[src/rtl/obs_scheduler.sv]
// obs_scheduler: owns the obstacle slots for the playfield and sequences them
// once per frame (scroll, retire, spawn). Each cycle it also picks the slot
// whose 16-px window covers the current pixel and hands its x to obs_render.
//
// Ports:
//   clk             clock
//   rst_n           synchronous reset, active low
//   i_frame_tick    one-cycle pulse at start of vblank
//   i_game_run      1 = scroll/spawn enabled
//   i_clear         one-cycle pulse, invalidate all slots
//   i_speed         x decrement per frame
//   i_hpos          current pixel x
//   o_xpos          x (right edge) of the selected obstacle
//   o_obs_valid     a slot covers the pixel presented last cycle
//   o_passed        one-cycle pulse per retired obstacle
//   o_active_count  number of valid slots
//
// state  | meaning
// IDLE   | waiting for a frame tick with the game running
// SCROLL | moving/retiring one slot per cycle, index 0..NUM_OBS-1
// SPAWN  | single cycle, places at most one new obstacle at SPAWN_X
module obs_scheduler #(
   parameter int CONV    = 0,
   parameter int NUM_OBS = 3,
   parameter int SPAWN_X = 656,
   parameter int MIN_GAP = 160
) (
   input  logic                 clk,
   input  logic                 rst_n,
   input  logic                 i_frame_tick,
   input  logic                 i_game_run,
   input  logic                 i_clear,
   input  logic [3:0]           i_speed,
   input  logic [10-CONV-1:0]   i_hpos,
   output logic [10-CONV-1:0]   o_xpos,
   output logic                 o_obs_valid,
   output logic                 o_passed,
   output logic [2:0]           o_active_count
);

   localparam int W  = 10 - CONV;
   localparam int IW = (NUM_OBS > 1) ? $clog2(NUM_OBS) : 1;
   localparam int HW = 16 >> CONV;
   localparam logic [W-1:0]  SPAWN_XW = W'(SPAWN_X >> CONV);
   localparam logic [IW-1:0] LAST_IDX = IW'(NUM_OBS - 1);

   typedef enum logic [1:0] {IDLE, SCROLL, SPAWN} state_t;

   state_t               state;
   logic [NUM_OBS-1:0]   valid;
   logic [W-1:0]         x [NUM_OBS];
   logic [IW-1:0]        idx;
   logic [7:0]           lfsr;

   logic                 lfsr_fb;
   logic [10:0]          gap_req;
   logic [10:0]          thr_full;
   logic [W:0]           thr;
   logic [W-1:0]         spd;
   logic                 spawn_blocked;
   logic                 free_found;
   logic [IW-1:0]        free_idx;
   logic                 sel_hit;
   logic [W-1:0]         sel_x;
   logic [2:0]           valid_cnt;

   // x^8 + x^6 + x^5 + x^4 + 1, shifting toward the MSB
   assign lfsr_fb  = lfsr[7] ^ lfsr[5] ^ lfsr[4] ^ lfsr[3];
   assign gap_req  = 11'(MIN_GAP) + {4'b0, lfsr[4:0], 2'b00};
   assign thr_full = 11'(SPAWN_X) - gap_req;
   assign thr      = thr_full[10:CONV];
   assign spd      = W'(i_speed);

   always_comb begin
      spawn_blocked = 1'b0;
      free_found    = 1'b0;
      free_idx      = '0;
      sel_hit       = 1'b0;
      sel_x         = '0;
      valid_cnt     = '0;
      // descending scan so the lowest index is the last (winning) assignment
      for (int k = NUM_OBS - 1; k >= 0; k--) begin
         if (valid[k] && ({1'b0, x[k]} > thr))
            spawn_blocked = 1'b1;
         if (!valid[k]) begin
            free_found = 1'b0 | 1'b1;
            free_idx   = IW'(k);
         end
         // window x-16 <= hpos < x, one extra bit so x < 16 cannot wrap
         if (valid[k] && (({1'b0, i_hpos} + (W+1)'(HW)) >= {1'b0, x[k]}) &&
             (i_hpos < x[k])) begin
            sel_hit = 1'b1;
            sel_x   = x[k];
         end
         valid_cnt = valid_cnt + 3'(valid[k]);
      end
   end

   always_ff @(posedge clk) begin
      if (!rst_n) begin
         state          <= IDLE;
         valid          <= '0;
         idx            <= '0;
         lfsr           <= 8'hA5;
         o_xpos         <= '0;
         o_obs_valid    <= 1'b0;
         o_passed       <= 1'b0;
         o_active_count <= '0;
         for (int k = 0; k < NUM_OBS; k++)
            x[k] <= '0;
      end else begin
         o_passed       <= 1'b0;
         o_active_count <= valid_cnt;
         o_xpos         <= sel_x;
         o_obs_valid    <= sel_hit;

         if (i_frame_tick)
            lfsr <= {lfsr[6:0], lfsr_fb};

         if (i_clear) begin
            valid <= '0;
            state <= IDLE;
            idx   <= '0;
         end else begin
            case (state)
               IDLE: begin
                  if (i_frame_tick && i_game_run) begin
                     state <= SCROLL;
                     idx   <= '0;
                  end
               end
               SCROLL: begin
                  if (i_game_run && valid[idx]) begin
                     if (x[idx] <= spd) begin
                        valid[idx] <= 1'b0;
                        o_passed   <= 1'b1;
                     end else begin
                        x[idx] <= x[idx] - spd;
                     end
                  end
                  if (idx == LAST_IDX)
                     state <= SPAWN;
                  else
                     idx <= idx + 1'b1;
               end
               SPAWN: begin
                  if (free_found && !spawn_blocked) begin
                     valid[free_idx] <= 1'b1;
                     x[free_idx]     <= SPAWN_XW;
                  end
                  state <= IDLE;
               end
               default: state <= IDLE;
            endcase
         end
      end
   end

endmodule
[config.mk]
export PLATFORM = sky130hd
export DESIGN_NAME = obs_scheduler
export DESIGN_NICKNAME = d
export VERILOG_FILES = /design/src/rtl/obs_scheduler.sv
export SDC_FILE = /design/constraint.sdc
export NUM_CORES = 1
export LEC_CHECK = 0
export CAP_MARGIN = 20
export CORE_AREA = 5 5 123 125
export CTS_CLUSTER_SIZE = 12
export DETAILED_ROUTE_END_ITERATION = 8
export DIE_AREA = 0 0 128 130
export PLACE_DENSITY_LB_ADDON = 0.08
export SETUP_SLACK_MARGIN = 0.15
export SYNTH_ARGS = -nofsm -noshare
export SYNTH_HDL_FRONTEND = slang
export SYNTH_SLANG_ARGS = --single-unit
[constraint.sdc]
create_clock -name clk -period 4.03 [get_ports clk]
set_clock_uncertainty 0.1 [all_clocks]
set_input_delay 0.6045 -clock clk [delete_from_list [all_inputs] [get_ports clk]]
set_output_delay 0.6045 -clock clk [all_outputs]
set_load 0.005 [all_outputs]
==> flow_summary.json, run 1 <==
{
  "die_w_um": 128,
  "cp_cell_sequence": "mux4_1 > fa_1 > a21o_1 > a21o_2 > a2111o_1 > nand3_2 > nor3_2 > o221a_1 > o21ai_2 > buf_4 > nor3_1",
  "min_period_over_period_pct": 91.0,
  "end_kind": "flip-flop",
  "fin_nets": 682,
  "syn_inst": 524,
  "wirelength_um": 14400,
  "synthDistinctLibCells": 71,
  "post_route_cells_drive_above_1_share_pct": 10.7,
  "finalNonFillerCells": 777,
  "hold_end": "lfsr[7]",
  "worst_ep_required_time_ns": 4.01,
  "grt_overflow": 0,
  "peakVddDrop_uv": 145,
  "rsz0062_at_grt": "no",
  "gp_congestion": 0.887,
  "cap_violations": 0,
  "core_area_mm2": 0.0138,
  "clkTransAtPathRegs_ns": 0.06,
  "synth_area_mm2": 0.00516,
  "ys_async_sr_fraction_pct": 0,
  "yosysWarnings": 0,
  "setup_viol_count_final": 0,
  "area_growth_pct": 19.8,
  "clk_latency_ns": 0.34,
  "yosys.area_share.simple_pct": 17.2,
  "hold_buffers": 0,
  "ios": 34,
  "hold_slack_ns": 0.390,
  "crit_buf_inv": 1,
  "num_rows": 43,
  "placed_area_mm2": 0.00589,
  "tightest_slew_ns": 0.618,
  "post-place-ws_ns": -0.0745,
  "cp-start-kind": "flip-flop",
  "clockRootBuffer": "clkbuf_16",
  "h-tree-depth": 3,
  "avgSynthCellArea_um2": 9.85,
  "start_util_pct": 37.5,
  "maxSlewHeadroom_pct": 58.5,
  "ant_nets": 0,
  "clock.fmax_mhz": 273,
  "slowest_delay_ns": 0.68,
  "drt_iter0_drc": 209,
  "dp_hpwl_um": 11600,
  "diodes": 0,
  "die-area_mm2": 0.0166,
  "fin_area_mm2": 0.00618,
  "die_h_um": 130,
  "synthMuxAreaShare_pct": 6.62,
  "reg2reg_depth": 11,
  "post-cts-setup-buffers": 0,
  "r2r_setup_slack_ns": 0.36,
  "setup_tns_ns": 0,
  "cp_slowest_cell": "mux4_1",
  "grt_pass1_vias": 4214,
  "outcome": "finished clean",
  "r2r-end": "x[0][0]",
  "finalMaxSlewViolations": 0,
  "synth_edf_count": 40,
  "p_leak_nw": 2.73,
  "crit_family": "compound AO/OA/AOI/OAI gates",
  "cp_max_fo": 10,
  "synth-xor-area-share_pct": 3.56,
  "critical_path_arrival_ns": 3.65,
  "vias_per_cell": 5.25,
  "dp_cells": 760,
  "drc_errors": 0,
  "drtPass1Iterations": 4,
  "path_class": "flip-flop to flip-flop",
  "hold_class": "flip-flop to flip-flop",
  "timing.final.crit_period_ns": 3.67,
  "numClockSinks": 71,
  "seq_area_frac_synth_pct": 35.3,
  "synthAdderAreaFrac_pct": 18.1,
  "grt_max_degree": 24,
  "cts_made_buffers": 9,
  "powerDensity_mw_per_mm2": 310,
  "finalHoldViolCount": 0,
  "total_power_mw": 1.91,
  "io_buffers": 32,
  "grt_antenna_before_repair": 0,
  "vias": 4083,
  "cts_tree": "yes",
  "fin_util_pct": 44.9,
  "globalRouteTotalUtil_pct": 18.0,
  "yosys_register_bits": 71,
  "synthFlopType": "edfxtp_1",
  "hold_start": "lfsr[6]",
  "synth_top_family_by_area": "adder cells",
  "worstHoldPathCells": 2,
  "setup_ws_ns": 0.362,
  "clockBufferDepth": 2,
  "synth_compound_area_share_pct": 13.3,
  "grt_pass1_wl_um": 22700,
  "wl_per_cell_um": 18.6
}
## cells in the mapped netlist, drive strengths merged (2+ instances only)
| cell type | instances | area share (%) |
|---|---|---|
| xnor2 | 12 | 2.0 |
| fa | 2 | 0.78 |
| nand2b | 12 | 1.5 |
| xor2 | 9 | 1.5 |
| nor2b | 9 | 1.1 |
| a21o | 16 | 2.4 |
| a21oi | 22 | 2.1 |
| nand4 | 7 | 0.85 |
| o31ai | 2 | 0.29 |
| ha | 69 | 17 |
| o311ai | 2 | 0.34 |
| a2111oi | 3 | 0.51 |
| a211oi | 4 | 0.68 |
| and3 | 12 | 1.5 |
| nand3b | 3 | 0.44 |
| clkbuf | 7 | 0.70 |
| buf | 8 | 1.2 |
| mux4 | 10 | 4.9 |
| mux2i | 9 | 1.7 |
| nor2 | 55 | 4.1 |
| dfxtp | 31 | 12 |
| inv | 53 | 3.9 |
| nor4 | 2 | 0.36 |
| nor3b | 2 | 0.29 |
| edfxtp | 40 | 23 |
| o21a | 6 | 0.87 |
| nand3 | 12 | 1.3 |
| a31oi | 2 | 0.24 |
| a221o | 10 | 1.9 |
| o211ai | 3 | 0.44 |
| nand4b | 2 | 0.34 |
| and2 | 2 | 0.24 |
| maj3 | 3 | 0.58 |
| and2b | 3 | 0.49 |
| nor3 | 7 | 0.78 |
| nand2 | 43 | 3.2 |
| o21ai | 11 | 1.1 |
## metal layers
| layer | share of wire, % | track usage, % | vias up |
|---|---|---|---|
| met1 | 45 | 22.8 | 1965 |
| met4 | 3.5 | 8.24 | 0 |
| met2 | 48 | 30.8 | 72 |
| li1 | - | - | 2019 |
| met5 | 0 | 0 | - |
| met3 | 3.6 | 2.46 | 27 |
## power breakdown
part | leakage (nW) | switching (mW) | internal (mW)
clock network | 0.136 | 0.296 | 0.437
logic | 1.93 | 0.196 | 0.162
registers | 0.660 | 0.0274 | 0.796
## registers in the layout, indices dropped and copies added, names as in the netlist, named ones only
signal and cells:
idx 2, lfsr 8, o_active_count 2, o_obs_valid 1, o_passed 1, o_xpos 10
state 2, valid 3, x 40
## placed cells by master (no fill, tap or decap), types with 3 or more instances in the layout
master / netlist / routed
a21oi_1: 22 / 22
ha_1: 69 / 69
mux4_2: 3 / 3
conb_1: 1 / 11
nand3b_1: 3 / 3
o211ai_1: 3 / 3
and3_1: 11 / 11
nor3_1: 6 / 6
buf_4: 2 / 28
clkbuf_16: 0 / 9
nand2_1: 42 / 42
clkdlybuf4s50_1: 0 / 32
xor2_1: 9 / 9
inv_1: 53 / 53
nand2b_1: 12 / 12
o21a_1: 6 / 6
maj3_1: 3 / 3
a221o_1: 10 / 10
edfxtp_1: 40 / 40
o21ai_0: 9 / 9
nor2_1: 53 / 53
a21o_1: 15 / 15
mux4_1: 7 / 7
nor2b_1: 9 / 9
xnor2_1: 12 / 12
clkinv_2: 0 / 3
nand3_1: 11 / 11
nand4_1: 7 / 7
mux2i_1: 9 / 9
dfxtp_1: 31 / 31
a211oi_1: 3 / 3
## worst max-delay path by stage
stage	startpoint	to	slack, ns	depth (start not counted)
global route	lfsr[0]	x[2][9]	0.18	15
finish	flip-flop	x[0][0]	0.36	11
detailed placement	i_hpos[5]	o_xpos[0]	-0.07	12
CTS	i_hpos[5]	o_xpos[0]	0.27	12
floorplan	flip-flop	x[2][0]	0.50	14
global placement	i_hpos[5]	o_xpos[2]	-0.03	11
## final cells by class
type	count	area, um^2
repair buffers	62	571
clock inverters	4	22.5
flip-flops and latches	71	1820
clock buffers	12	250
multi-input cells	395	3090
fillers	1354	7590
well taps	180	225
inverters	53	199
## worst reg2reg max path: cells and delay by family, from the launching register on
kind            cells  cell delay [ns]
fa+ha+maj           1             0.46
flops               1             0.49
compound gates      5             1.23
buf+inv             1             0.23
mux                 1             0.69
simple gates        3             0.24
## logic make-up after synthesis
kind of cell,after synthesis
mux,19
xor+xnor,21
other cells,1
flops,71
buf+inv,68
simple gates,176
fa+ha+maj,74
compound gates,94
## what timing repair did
action / in CTS / in global routing
gates resized for setup: 0 / 2
endpoints found under the hold margin: 0 / 0
setup endpoints to repair: 0 / 7
No activity file was read; power rests on OpenSTA's default activity.
==> inputs of run 2 (changes only) <==
--- a/config.mk
+++ b/config.mk
@@ -5,11 +5,13 @@
 export SDC_FILE = /design/constraint.sdc
 export NUM_CORES = 1
 export LEC_CHECK = 0
+export ABC_AREA = 1
 export CAP_MARGIN = 20
-export CORE_AREA = 5 5 123 125
+export CORE_AREA = 5 5 126 128
+export CTS_CLUSTER_DIAMETER = 100
 export CTS_CLUSTER_SIZE = 12
 export DETAILED_ROUTE_END_ITERATION = 8
-export DIE_AREA = 0 0 128 130
+export DIE_AREA = 0 0 131 133
 export PLACE_DENSITY_LB_ADDON = 0.08
 export SETUP_SLACK_MARGIN = 0.15
 export SYNTH_ARGS = -nofsm -noshare
==> flow_summary.json, run 2 <==
{
  "outcome": "finished clean",
  "cts_made_buffers": 9,
  "avgSynthCellArea_um2": 7.67,
  "grt_overflow": 0,
  "hold_start": "lfsr[6]",
  "synthFlopType": "edfxtp_1",
  "slowest_delay_ns": 0.53,
  "dp_hpwl_um": 13700,
  "gp_congestion": 0.982,
  "crit_family": "compound AO/OA/AOI/OAI gates",
  "synthMuxAreaShare_pct": 0,
  "end_kind": "flip-flop",
  "largest_reg_flops": 40,
  "clockBufferDepth": 2,
  "setup_viol_count_final": 0,
  "tightest_slew_ns": 0.530,
  "numClockSinks": 71,
  "die_h_um": 133,
  "yosysTopAreaCell": "edfxtp_1",
  "synth-xor-area-share_pct": 2.40,
  "path_class": "flip-flop to flip-flop",
  "final_common_cell": "inv_1",
  "rsz0062_at_grt": "no",
  "setup_ws_ns": 0.506,
  "seq_area_frac_synth_pct": 33.3,
  "synthAdderAreaFrac_pct": 16.5,
  "drt_iter0_drc": 414,
  "layout_common_cells": "inv_1, nand2_1, nor2_1",
  "io_buffers": 32,
  "timing.final.crit_period_ns": 3.52,
  "clockRootBuffer": "clkbuf_16",
  "diodes": 0,
  "vias": 4947,
  "finalNonFillerCells": 952,
  "p_leak_nw": 2.89,
  "grt_antenna_before_repair": 0,
  "core_area_mm2": 0.0148,
  "cp_cell_sequence": "inv_2 > nor2_1 > nor2_1 > a21oi_1 > ha_1 > inv_1 > fa_1 > a21oi_1 > nor2_1 > nor2_1 > inv_1 > a211oi_2 > o21ai_4 > nand3_2 > buf_4 > nor2_1",
  "fin_nets": 849,
  "synth_top_area_share_pct": 22.0,
  "ant_nets": 0,
  "cap_violations": 0,
  "num_rows": 45,
  "wirelength_um": 17100,
  "ys_async_sr_fraction_pct": 0,
  "drc_errors": 0,
  "dp_cells": 935,
  "yosys_register_bits": 71,
  "peakVddDrop_uv": 239,
  "cp-start-kind": "flip-flop",
  "synthDistinctLibCells": 40,
  "min_period_over_period_pct": 87.5,
  "synth_top_family_by_area": "simple AND/OR/NAND/NOR gates",
  "maxSlewHeadroom_pct": 64.6,
  "fillers": 1524,
  "drtPass1Iterations": 5,
  "yosysMostFrequentCell": "inv_1",
  "finalHoldViolCount": 0,
  "synth_area_mm2": 0.00547,
  "synth_edf_count": 40,
  "hold_buffers": 0,
  "area_growth_pct": 17.0,
  "yosysWarnings": 0,
  "yosys.area_share.simple_pct": 22.4,
  "multi_input_area_mm2": 0.00315,
  "clkTransAtPathRegs_ns": 0.06,
  "die-area_mm2": 0.0174,
  "synth_commonest_cells": "inv_1, nand2_1, nor2_1",
  "top_regs": "x x40, o_xpos x10, lfsr x8",
  "vias_per_cell": 5.20,
  "critical_path_arrival_ns": 3.51,
  "grt_pass1_wl_um": 26800,
  "ios": 34,
  "worst_ep_required_time_ns": 4.02,
  "synthTopCellsByArea": "edfxtp_1, ha_1, dfxtp_1, inv_1, nand2_1",
  "globalRouteTotalUtil_pct": 20.3,
  "clock.fmax_mhz": 284,
  "start_util_pct": 37.1,
  "h-tree-depth": 3,
  "cp_slowest_cell": "dfxtp_1",
  "register_area_mm2": 0.00182,
  "clk_latency_ns": 0.34,
  "die_w_um": 131,
  "synth_compound_area_share_pct": 15.5,
  "post-place-ws_ns": 0.206,
  "grt_max_degree": 25,
  "crit_buf_inv": 4,
  "grt_pass1_vias": 4753,
  "setup_tns_ns": 0,
  "cts_tree": "yes",
  "hold_class": "flip-flop to flip-flop",
  "cp_max_fo": 16,
  "powerDensity_mw_per_mm2": 335,
  "wl_per_cell_um": 17.9,
  "finalMaxSlewViolations": 0,
  "post_route_cells_drive_above_1_share_pct": 7.98,
  "syn_inst": 713,
  "top_register": "x",
  "cpMostUsedCell": "nor2_1"
}
-- run 2: cell types whose count changed after synthesis, sizes merged, moves of 16 or more --
cell | previous run | this run
nand3 | 12 | 29
o21ai | 11 | 65
nand2 | 43 | 114
inv | 53 | 113
a21oi | 22 | 71
nor2 | 55 | 86
a21o | 16 | 0
-- run 2: metal layers --
layer  global-route usage [%]  wire length [um]  vias up
li1                         -                 -     2484
met1                     29.2              8260     2320
met2                     31.1              7670      115
met3                     4.32               816       28
met4                     4.91               310        0
met5                        0                 0        -
-- run 2: final cells by class --
type / instances / area share, %
clock inverters: 6 / 1.68
well taps: 188 / 3.68
repair buffers: 45 / 6.53
clock buffers: 10 / 3.73
multi-input cells: 519 / 49.3
inverters: 113 / 6.63
flip-flops and latches: 71 / 28.5
-- run 2: what timing repair did --
action                                 4_1_cts  5_1_grt
setup buffers                                0        1
resized for setup                            0        1
setup endpoints to repair                    0       11
endpoints found under the hold margin        0        0
-- run 2: through the flow --
stage                     power [mW]  cell area [um^2]  hold WS, ns  utilization, %
after floorplan                 1.09              5510        0.337               -
after global placement          1.21              6040        0.350            41.0
after detailed placement        1.22              6040        0.349            41.0
after CTS                       2.15              6390        0.363            43.3
after global routing            2.24              6400        0.383            43.4
final                           2.14              6400        0.362            43.4
-- run 2: kinds of logic (layout without fill, tap and decap cells) --
| kind of cell | count (synthesis) | count (layout) |
|---|---|---|
| AND/OR/NAND/NOR | 266 | 266 |
| AO/OA/AOI/OAI | 156 | 156 |
| buffers and inverters | 133 | 174 |
| adder cells (fa/ha/maj) | 71 | 71 |
| flip-flops | 71 | 71 |
| XOR/XNOR | 15 | 15 |
| other | 1 | 11 |
-- run 2: worst paths after layout --
path	end	slack, ns	depth (start not counted)
max	x[0][0]	0.51	16
min	lfsr[7]	0.36	2
max reg2reg	x[0][0]	0.51	16
min reg2reg	lfsr[7]	0.36	2
-- run 2: power by group --
group / internal, mW / switching (mW)
registers: 0.797 / 0.0301
clock network: 0.619 / 0.318
logic: 0.137 / 0.240
total: 1.55 / 0.589
-- run 2: worst reg2reg max path: stages, from the launching register on --
cell and delay [ns]:
dfxtp_1 0.53, inv_2 0.19, nor2_1 0.12, nor2_1 0.05
a21oi_1 0.16, ha_1 0.20, inv_1 0.06, fa_1 0.40
a21oi_1 0.15, nor2_1 0.05, nor2_1 0.15, inv_1 0.09
a211oi_2 0.39, o21ai_4 0.18, nand3_2 0.12, buf_4 0.23
nor2_1 0.09
==> inputs of run 3 (changes only) <==
--- a/config.mk
+++ b/config.mk
@@ -12,6 +12,7 @@
 export CTS_CLUSTER_SIZE = 12
 export DETAILED_ROUTE_END_ITERATION = 8
 export DIE_AREA = 0 0 131 133
+export GPL_TIMING_DRIVEN = 0
 export PLACE_DENSITY_LB_ADDON = 0.08
 export SETUP_SLACK_MARGIN = 0.15
 export SYNTH_ARGS = -nofsm -noshare
==> flow_summary.json, run 3 (same netlist as run 2, synthesis figures left out) <==
{
  "outcome": "finished clean",
  "grt_pass1_vias": 4746,
  "post_route_cells_drive_above_1_share_pct": 8.55,
  "cap_violations": 0,
  "drtPass1Iterations": 5,
  "hold_buffers": 0,
  "grt_antenna_before_repair": 0,
  "grt_max_degree": 14,
  "hold_class": "flip-flop to flip-flop",
  "cp-start-kind": "flip-flop",
  "fin_util_pct": 43.6,
  "worst_ep_required_time_ns": 3.98,
  "ios": 34,
  "layout_common_cells": "inv_1, nand2_1, nor2_1",
  "critical_path_arrival_ns": 3.61,
  "drc_errors": 0,
  "start_util_pct": 37.1,
  "top_register": "x",
  "tightest_slew_ns": 0.768,
  "numClockSinks": 71,
  "area_growth_pct": 17.6,
  "grt-busiest-layer": "met2",
  "setup_viol_count_final": 0,
  "final_common_cell": "inv_1",
  "rsz0062_at_grt": "yes",
  "globalRouteMet2Util_pct": 32.6,
  "powerDensity_mw_per_mm2": 322,
  "cts_made_buffers": 9,
  "fin_nets": 857,
  "vias_per_cell": 5.14,
  "num_rows": 45,
  "wirelength_um": 17300,
  "use_met3_pct": 4.52,
  "clockBufferDepth": 2,
  "peakVddDrop_uv": 226,
  "top_regs": "x x40, o_xpos x10, lfsr x8",
  "cp_max_fo": 10,
  "fillers": 1522,
  "clk_latency_ns": 0.35,
  "vias": 4931,
  "ant_nets": 0,
  "core_area_mm2": 0.0148,
  "die_w_um": 131,
  "gp_congestion": 0.916,
  "die_h_um": 133,
  "globalRouteTotalUtil_pct": 20.4,
  "io_buffers": 31,
  "maxSlewHeadroom_pct": 48.8,
  "diodes": 0,
  "clock.fmax_mhz": 273,
  "clkTransAtPathRegs_ns": 0.06,
  "dp_hpwl_um": 13600,
  "timing.final.crit_period_ns": 3.66,
  "clockRootBuffer": "clkbuf_16",
  "finalMaxSlewViolations": 0,
  "finalHoldViolCount": 0,
  "gr-usage-met1_pct": 27.7,
  "die-area_mm2": 0.0174,
  "min_period_over_period_pct": 90.8,
  "grt_overflow": 0,
  "p_leak_nw": 2.88,
  "h-tree-depth": 3,
  "grt_pass1_wl_um": 26700,
  "path_class": "flip-flop to flip-flop",
  "cts_tree": "yes",
  "end_kind": "flip-flop",
  "drt_iter0_drc": 408,
  "wl_per_cell_um": 18.0,
  "largest_reg_flops": 40,
  "hold_slack_ns": 0.383
}
[run 3: changes by cell type in the layout (fill, tap and decap cells not counted), sizes merged]
cell / delta
bufinv: -1
buf: -2
clkdlybuf4s50: -1
clkinv: -3
inv: +2
clkinvlp: +3
clkbuf: +10
[run 3: layer usage]
metal / share of wire, % / up-vias
met5: 0 / -
met4: 1.8 / 0
met3: 5.0 / 24
met2: 47 / 130
met1: 46 / 2276
li1: - / 2501
[run 3: critical path, stage by stage (launching register included)]
cell and delay [ns]:
dfxtp_2 0.37, buf_2 0.18, clkbuf_4 0.19, o21ai_0 0.19, nor2_1 0.06, a21oi_1 0.16, ha_1 0.20, inv_1 0.06
fa_1 0.40, a21oi_1 0.16, nor2_1 0.06, nor2_1 0.14, inv_1 0.11, a211oi_4 0.34, o21ai_4 0.17, nand3_2 0.13
buf_6 0.19, nand2_4 0.14
[run 3: repair_timing]
| item | CTS | global route |
|---|---|---|
| endpoints found under the setup margin | 30 | 43 |
| setup buffers | 1 | 1 |
| gates resized for setup | 4 | 8 |
| pin swaps | 1 | 2 |
| cloned | 0 | 0 |
[run 3: layout make-up]
cell class	count	area [um^2]	share of cell area (%)
Multi-Input combinational cell	519	3190	49.6
Timing Repair Buffer	33	325	5.06
Inverter	113	424	6.60
Clock buffer	9	225	3.50
Sequential cell	71	1820	28.3
Clock inverter	7	95.1	1.48
Tap cell	188	235	3.66
Buffer	20	111	1.73
[run 3: power by group]
part	total (mW)	switching, mW	internal (mW)
Sequential	0.821	0.0248	0.797
Combinational	0.385	0.248	0.137
Clock	0.864	0.321	0.542
Total	2.07	0.594	1.48
[run 3: through the flow]
stage               instances  setup WS [ns]  area (um^2)  power, mW  setup TNS, ns
finish                    960          0.373         6430       2.07              0
detailed placement        942         -0.153         6050       1.21          -2.81
CTS                       959          0.216         6390       2.08              0
global placement          942         -0.124         6050       1.21          -2.14
floorplan                 723          0.746         5510       1.09              0
global route              960          0.149         6430       2.17              0
[run 3: path summary, 6_finish.rpt]
| kind | cells past startpoint | start | slack, ns | end |
|---|---|---|---|---|
| max | 17 | flip-flop | 0.37 | x[0][7] |
| min | 2 | lfsr[6] | 0.38 | lfsr[7] |
| max reg2reg | 17 | flip-flop | 0.37 | x[0][7] |
| min reg2reg | 2 | lfsr[6] | 0.38 | lfsr[7] |
